===== src/rtl/host_frame_parser_if.sv =====
// Host byte-stream handshake plus the command and data-word handshakes toward main_core_serialCmd.
// "master" is the host/core side, "slave" is the parser.
interface host_frame_parser_if #(
   parameter int CMD_W = 16
);
   logic [7:0]       byte_in;
   logic             byte_isReady;
   logic             byte_canReceive;
   logic [CMD_W-1:0] cmd;
   logic             cmd_hasAny;
   logic             cmd_consume;
   logic [63:0]      word_out;
   logic             word_isReady;
   logic             word_canReceive;
   logic             err;

   modport master (
      output byte_in, byte_isReady, cmd_consume, word_canReceive,
      input  byte_canReceive, cmd, cmd_hasAny, word_out, word_isReady, err
   );

   modport slave (
      input  byte_in, byte_isReady, cmd_consume, word_canReceive,
      output byte_canReceive, cmd, cmd_hasAny, word_out, word_isReady, err
   );
endinterface


===== src/rtl/host_frame_parser.sv =====
// Parses framed host bytes into command words and 64-bit data words for main_core_serialCmd.
// A single holding register means at most one command or one word is pending at a time.
module host_frame_parser #(
   parameter int CMD_W = 16
) (
   input  logic              clk,
   input  logic              rst,
   host_frame_parser_if.slave bus
);
   localparam int         CMD_BYTES = (CMD_W + 7) / 8;
   localparam int         IDX_W     = (CMD_BYTES > 8) ? $clog2(CMD_BYTES) : 3;
   localparam logic [7:0] HDR_CMD   = 8'h01;
   localparam logic [7:0] HDR_DATA  = 8'h02;

   typedef enum logic [2:0] {
      S_IDLE, S_CMD, S_CNT, S_DATA, S_HOLD_CMD, S_HOLD_WORD
   } state_e;

   state_e           state_q;
   logic [IDX_W-1:0] idx_q;
   logic [8:0]       cnt_q;
   logic [CMD_W-1:0] cmd_q;
   logic [63:0]      word_q;
   logic             cmd_valid_q;
   logic             word_valid_q;
   logic             err_q;
   logic             byte_rdy_q;
   logic             byte_fire;

   assign byte_fire = bus.byte_isReady & byte_rdy_q;

   // NOTE: non-blocking assignments only, so every branch reads pre-edge values of all registers.
   always_ff @(posedge clk or negedge rst) begin
      if (!rst) begin
         // NOTE: the assembly registers are reset too, because cmd/word_out must read 0 during reset.
         state_q      <= S_IDLE;
         idx_q        <= '0;
         cnt_q        <= '0;
         cmd_q        <= '0;
         word_q       <= '0;
         cmd_valid_q  <= 1'b0;
         word_valid_q <= 1'b0;
         err_q        <= 1'b0;
         byte_rdy_q   <= 1'b1;
      end else begin
         err_q <= 1'b0;
         case (state_q)
            S_IDLE: begin
               if (byte_fire) begin
                  if (bus.byte_in == HDR_CMD) begin
                     state_q <= S_CMD;
                     idx_q   <= '0;
                  end else if (bus.byte_in == HDR_DATA) begin
                     state_q <= S_CNT;
                  end else begin
                     err_q <= 1'b1;
                  end
               end
            end
            S_CMD: begin
               if (byte_fire) begin
                  // Bits of the last byte that fall above CMD_W have no home and are dropped.
                  for (int i = 0; i < CMD_W; i++) begin
                     if (i / 8 == int'(idx_q)) cmd_q[i] <= bus.byte_in[3'(i % 8)];
                  end
                  if (idx_q == IDX_W'(CMD_BYTES - 1)) begin
                     state_q     <= S_HOLD_CMD;
                     cmd_valid_q <= 1'b1;
                     byte_rdy_q  <= 1'b0;
                  end else begin
                     idx_q <= idx_q + 1'b1;
                  end
               end
            end
            S_CNT: begin
               if (byte_fire) begin
                  cnt_q   <= (bus.byte_in == 8'h00) ? 9'd256 : {1'b0, bus.byte_in};
                  idx_q   <= '0;
                  state_q <= S_DATA;
               end
            end
            S_DATA: begin
               if (byte_fire) begin
                  word_q[{idx_q[2:0], 3'b000} +: 8] <= bus.byte_in;
                  if (idx_q[2:0] == 3'd7) begin
                     idx_q        <= '0;
                     state_q      <= S_HOLD_WORD;
                     word_valid_q <= 1'b1;
                     byte_rdy_q   <= 1'b0;
                  end else begin
                     idx_q <= idx_q + 1'b1;
                  end
               end
            end
            S_HOLD_CMD: begin
               if (bus.cmd_consume) begin
                  state_q     <= S_IDLE;
                  cmd_valid_q <= 1'b0;
                  byte_rdy_q  <= 1'b1;
               end
            end
            S_HOLD_WORD: begin
               if (bus.word_canReceive) begin
                  cnt_q        <= cnt_q - 9'd1;
                  word_valid_q <= 1'b0;
                  byte_rdy_q   <= 1'b1;
                  state_q      <= (cnt_q == 9'd1) ? S_IDLE : S_DATA;
               end
            end
            default: begin
               state_q      <= S_IDLE;
               cmd_valid_q  <= 1'b0;
               word_valid_q <= 1'b0;
               byte_rdy_q   <= 1'b1;
            end
         endcase
      end
   end

   assign bus.byte_canReceive = byte_rdy_q;
   assign bus.cmd             = cmd_q;
   assign bus.cmd_hasAny      = cmd_valid_q;
   assign bus.word_out        = word_q;
   assign bus.word_isReady    = word_valid_q;
   assign bus.err             = err_q;
endmodule

===== src/flat_wrapper.sv =====
// flat-port wrapper written by rule: the top's interface ports become plain ports
module host_frame_parser_flat 
#(
   parameter int CMD_W = 16
)
  (clk, rst, bus_byte_in, bus_byte_isReady, bus_cmd_consume, bus_word_canReceive, bus_byte_canReceive, bus_cmd, bus_cmd_hasAny, bus_word_out, bus_word_isReady, bus_err);
  host_frame_parser_if #(.CMD_W(CMD_W)) bus_i ();
  input  logic clk;
  input  logic rst;
  input wire logic [$bits(bus_i.byte_in)-1:0] bus_byte_in;
  input wire logic [$bits(bus_i.byte_isReady)-1:0] bus_byte_isReady;
  input wire logic [$bits(bus_i.cmd_consume)-1:0] bus_cmd_consume;
  input wire logic [$bits(bus_i.word_canReceive)-1:0] bus_word_canReceive;
  output wire logic [$bits(bus_i.byte_canReceive)-1:0] bus_byte_canReceive;
  output wire logic [$bits(bus_i.cmd)-1:0] bus_cmd;
  output wire logic [$bits(bus_i.cmd_hasAny)-1:0] bus_cmd_hasAny;
  output wire logic [$bits(bus_i.word_out)-1:0] bus_word_out;
  output wire logic [$bits(bus_i.word_isReady)-1:0] bus_word_isReady;
  output wire logic [$bits(bus_i.err)-1:0] bus_err;
  assign bus_i.byte_in = bus_byte_in;
  assign bus_i.byte_isReady = bus_byte_isReady;
  assign bus_i.cmd_consume = bus_cmd_consume;
  assign bus_i.word_canReceive = bus_word_canReceive;
  assign bus_byte_canReceive = bus_i.byte_canReceive;
  assign bus_cmd = bus_i.cmd;
  assign bus_cmd_hasAny = bus_i.cmd_hasAny;
  assign bus_word_out = bus_i.word_out;
  assign bus_word_isReady = bus_i.word_isReady;
  assign bus_err = bus_i.err;
  host_frame_parser #(.CMD_W(CMD_W)) u_core (.clk(clk), .rst(rst), .bus(bus_i));
endmodule

===== config.mk =====
export PLATFORM = sky130hd
export DESIGN_NAME = host_frame_parser_flat
export DESIGN_NICKNAME = d
export VERILOG_FILES = /design/src/rtl/host_frame_parser_if.sv /design/src/rtl/host_frame_parser.sv /design/src/flat_wrapper.sv
export SDC_FILE = /design/constraint.sdc
export NUM_CORES = 1
export LEC_CHECK = 0
export ABC_AREA = 0
export CORE_MARGIN = 8
export CORE_UTILIZATION = 45
export DETAILED_ROUTE_END_ITERATION = 7
export PLACE_DENSITY_LB_ADDON = 0.05
export SLEW_MARGIN = 20
export SYNTH_ARGS = -nofsm -noshare
export SYNTH_HDL_FRONTEND = slang
export SYNTH_SLANG_ARGS = --single-unit

===== constraint.sdc =====
create_clock -name clk -period 2.8 [get_ports clk]
set_input_delay 0.56 -clock clk [delete_from_list [all_inputs] [get_ports clk]]
set_output_delay 0.56 -clock clk [all_outputs]
set_load 0.01 [all_outputs]

==> flow_results.org <==
** Run status
- Run status :: finished, final reports clean

** Synth
- Leading area contributor after synthesis :: dfrtp_1
- Synth Flop Type :: dfrtp_1
- In the synthesized netlist the async set-or-reset flop fraction comes to 100.0%.
- Counting distinct cell types in the post-synthesis netlist gives 52.
- Number of synthesized register bits :: 91
- Post-synthesis sequential area ratio :: 52.49%
- Avg Inst Size Synth :: 12.16 um^2
- Multiplexer fraction of the synthesized cell area :: around 20%
- Number of enable flip-flop cells after synthesis :: 0
- Largest cells by area after synthesis :: dfrtp_1 52%, mux2_2 19%, and2_1 2.6%, ha_1 2.6%, nand2_1 1.6%
- Top cell type's share of synthesized area :: 51.89%
- Share of synthesized cell area in full adder, half adder and majority cells :: 2.594%
- Cell area after technology mapping :: 4340 um^2
- Fraction of the mapped netlist area in simple logic gates :: 13.00%
- Dominant combinational cell family by area after synthesis :: multiplexers
- Synthesis produced a netlist whose cell count is 357.
- Xor/xnor cell area share of the yosys netlist :: 0.2018%
- Number of warnings printed during yosys synthesis :: 0
- Summing the areas of all compound-gate instances in the mapped netlist gives under 10% of the synthesized area.

** Drt
- In the routed design, unresolved DRC markers number 0.
- Highest metal layer used by the detailed router :: met4
- Aggregate routed wire length :: roughly 11,000 um
- In the final routing, the length of wire on met1 measures 4852 um.
- Count of vias placed by the detailed router :: 3,084
- Routed wl met2 :: 5091 um
- The count of nets left with antenna violations once routing finished came out at 0.
- DR pass1 iterations :: 4
- Routed wire length on met3 :: 870 um
- Post-detailed-route via-to-cell ratio :: 5.218
- In the final routed layout, each cell accounts on average for around 18 um.
- Detailed router's first-iteration violation count :: around 150

** Die
- Die Width :: 114.2 um
- Die extent in y :: 114.2 um
- Starting density of the core :: a little under half
- IO Count :: a little under 100
- The die covers 13,040 um^2.
- FP Rows :: 36
- In this run the standard cell core region covers 9549 um^2.

** Setup path
- Req. time, crit path :: between 3 and 4 ns
- STA classifies the critical path startpoint as a flip-flop.
- Element type at the critical path end :: flip-flop
- Number of cells on the worst reg-to-reg path :: 6
- Type of the worst setup path :: flip-flop to flip-flop
- Critical-path maximum fanout :: 8
- Worst endpoint data arrival time :: 2.61 ns

** Timing
- Number of failing setup endpoints in the final timing report :: 0
- The number of hold violations in the final report came to 0.
- Between clock sinks in the finished design, the worst skew comes to 0.01312 ns.
- Hold timing on the final database bottoms out at a slack of 0.2898 ns.
- Max Transition Viols Final :: 0
- In this run the tightest slew margin relative to its limit is a little over two fifths.
- Highest clock frequency the design can meet :: 424.9 MHz
- Summed over all failing endpoints, the final setup total negative slack is 0 ns.
- At the pin with the least slew margin, the transition time is about 0.86 ns.
- Unrepaired setup endpoints after global routing :: false
- Min Tclk post-route :: 2.354 ns
- In the finished design, the share of the clock period the worst path needs comes to 84.05%.

** Clocking
- TritonCTS clock tree :: built
- For this design, the sink count on the clock tree is 91.
- The root buffer cell chosen for the clock tree is clkbuf_8.
- For this design, the CTS-stage hold fixing added 0 buffers.
- Once the clock tree was built, the setup fixing pass inserted 0 buffers.
- In this run, CTS created clock tree buffers numbering 9.
- Once the clock tree was built, the resizer swapped 0 gates to a different size.
- Htree depth :: 3
- The clock passes through at most 2 buffers.
- Worst-Skew Late Latency :: between 0.3 and 0.4 ns
- Clock-pin slew was measured on the worst setup and hold paths at 0.09 ns.

** Finish
- Nets :: 475
- 0 antenna diodes ended up in the layout.
- Count of non-filler cells in the finished layout :: 591
- Leaving out fill and tap cells, the most frequent cells in the layout are 90 x dfrtp_1, 87 x clkdlybuf4s50_1, 73 x mux2_2.
- The filler cells instantiated in the layout total 840.
- The library cell used most frequently in the layout, excluding fill and tap cells, is dfrtp_1.
- Summing all flip-flop and latch instances after layout gives 2278 um^2.
- Fraction of layout cells with a size suffix above 1 :: 25.98%
- Summing all multi-input logic gate instances after layout gives 1913 um^2.
- For this run, the share of the core covered by cells in the final layout is between 50 and 60%.
- Area delta synth->final :: 29.37%
- Final design area excluding fillers :: 5615 um^2

** Place
- At the end of routability-driven placement, the weighted congestion stood at 0.7937.
- In this run the cell area measured after placement is 5394 um^2.
- Half-perimeter wire length after detailed placement :: 7828 um
- Cell count after placement :: between 500 and 600
- Port Buffers :: 88

** Global route
- The initial antenna violation count is 0.
- Global-route wire length before repair :: 17,910 um
- Sum of overflow across all layers after global routing :: 0
- All-layer global routing usage :: 17.56%
- Largest net degree at the start of global routing :: just under 70
- Vias in the first global route :: 3,309

** Pwr
- In this run, the combinational gates consume 32.5% of the power.
- Sw Share :: 33.74%
- Int Pwr :: 2744 uW
- VDD sags by at most 0.4098 mV.
- Flop pwr share :: 43.3%
- Fraction of power consumed by the clock network :: 24.2%
- Total power density per cell area :: 737.3 nW/um^2
- In this run the static leakage power is 0.002579 uW.
- Switching power summed over all nets :: 1397 uW

** Job
- Max-cap violations in this run came to 0.

** Hold path
- Worst hold-check path type :: input port to asynchronous set/reset pin
[worst max-delay path, stage by stage, from the launching register on]
cell and delay (ns):
dfrtp_1 0.47, inv_1 0.12, ha_1 0.21, ha_1 0.30, nand3b_1 0.30, nor2_2 0.46
mux2_2 0.39
[flip-flops by register name (all words and copies together), names as in the netlist]
signal	count
u_core.bus.cmd	8
u_core.bus.cmd_hasAny	1
u_core.state_q	3
u_core.bus.err	1
u_core.bus.byte_canReceive	1
u_core.bus.word_out	64
u_core.cnt_q	9
u_core.idx_q	3
u_core.bus.word_isReady	1
[power by group through the flow]
stage / clock [uW] / combinational [uW] / sequential [uW]
2_1_floorplan: 0 / 806 / 1790
3_3_place_gp: 0 / 1340 / 1800
3_5_place_dp: 0 / 1360 / 1810
4_1_cts: 1030 / 1360 / 1790
5_1_grt: 1090 / 1490 / 1840
6_report: 1000 / 1350 / 1790
[synthesized netlist by cell type, types with 2 or more instances]
| library cell | count |
|---|---|
| nand3_1 | 10 |
| or3_1 | 2 |
| clkbuf_1 | 15 |
| o2bb2ai_1 | 5 |
| ha_1 | 9 |
| buf_4 | 8 |
| a31oi_1 | 2 |
| nor4_1 | 5 |
| a41oi_1 | 2 |
| nand3b_1 | 2 |
| buf_2 | 2 |
| a21oi_1 | 8 |
| inv_1 | 10 |
| nand2_1 | 19 |
| and3b_1 | 3 |
| nor2b_1 | 2 |
| o211ai_1 | 3 |
| dfrtp_1 | 90 |
| nor2_2 | 4 |
| a22oi_1 | 3 |
| nor2_1 | 11 |
| mux2i_1 | 3 |
| nor3_1 | 6 |
| o21ai_0 | 10 |
| nor4b_1 | 2 |
| and2_1 | 18 |
| a32oi_1 | 2 |
| and3_1 | 5 |
| mux2_2 | 73 |
[worst paths after layout]
kind	start	end	slack (ns)
min reg2reg	u_core.bus.word_out[21]	u_core.bus.word_out[21]	0.51
max	u_core.idx_q[1]	u_core.bus.word_out[7]	0.45
max reg2reg	u_core.idx_q[1]	u_core.bus.word_out[7]	0.45
max in group asynchronous	rst	u_core.bus.word_out[11]	1.78
min	rst	u_core.bus.word_out[17]	0.29
min in group clk	u_core.bus.word_out[21]	u_core.bus.word_out[21]	0.51
[through the flow]
stage	power [uW]	setup WS, ns
final	4140	0.4465
after floorplan	2592	0.4777
after global routing	4413	0.2880
after CTS	4185	0.4242
after detailed placement	3169	0.1709
after global placement	3142	0.2232
[cells by family (layout without fill, tap and decap cells)]
group / after synthesis / after routing
AO/OA/AOI/OAI: 43 / 43
XOR/XNOR: 1 / 1
adder cells (fa/ha/maj): 9 / 9
buffers and inverters: 36 / 130
flip-flops: 91 / 91
multiplexers: 77 / 77
other: 1 / 8
AND/OR/NAND/NOR: 99 / 99
[layer usage]
metal / GRT usage [%] / up-vias
met2: 27.92 / 88
li1: - / 1454
met3: 6.593 / 11
met4: 4.525 / 0
met5: 0 / -
met1: 21.96 / 1531
[area by class of cell]
cell class / count / area share, %
Sequential cell: 91 / 40.57
Multi-Input combinational cell: 237 / 34.07
Timing Repair Buffer: 104 / 17.78
Tap cell: 133 / 2.963
Clock buffer: 10 / 2.273
Clock inverter: 6 / 1.671
Inverter: 10 / 0.6684
No activity file was read; power rests on OpenSTA's default activity.
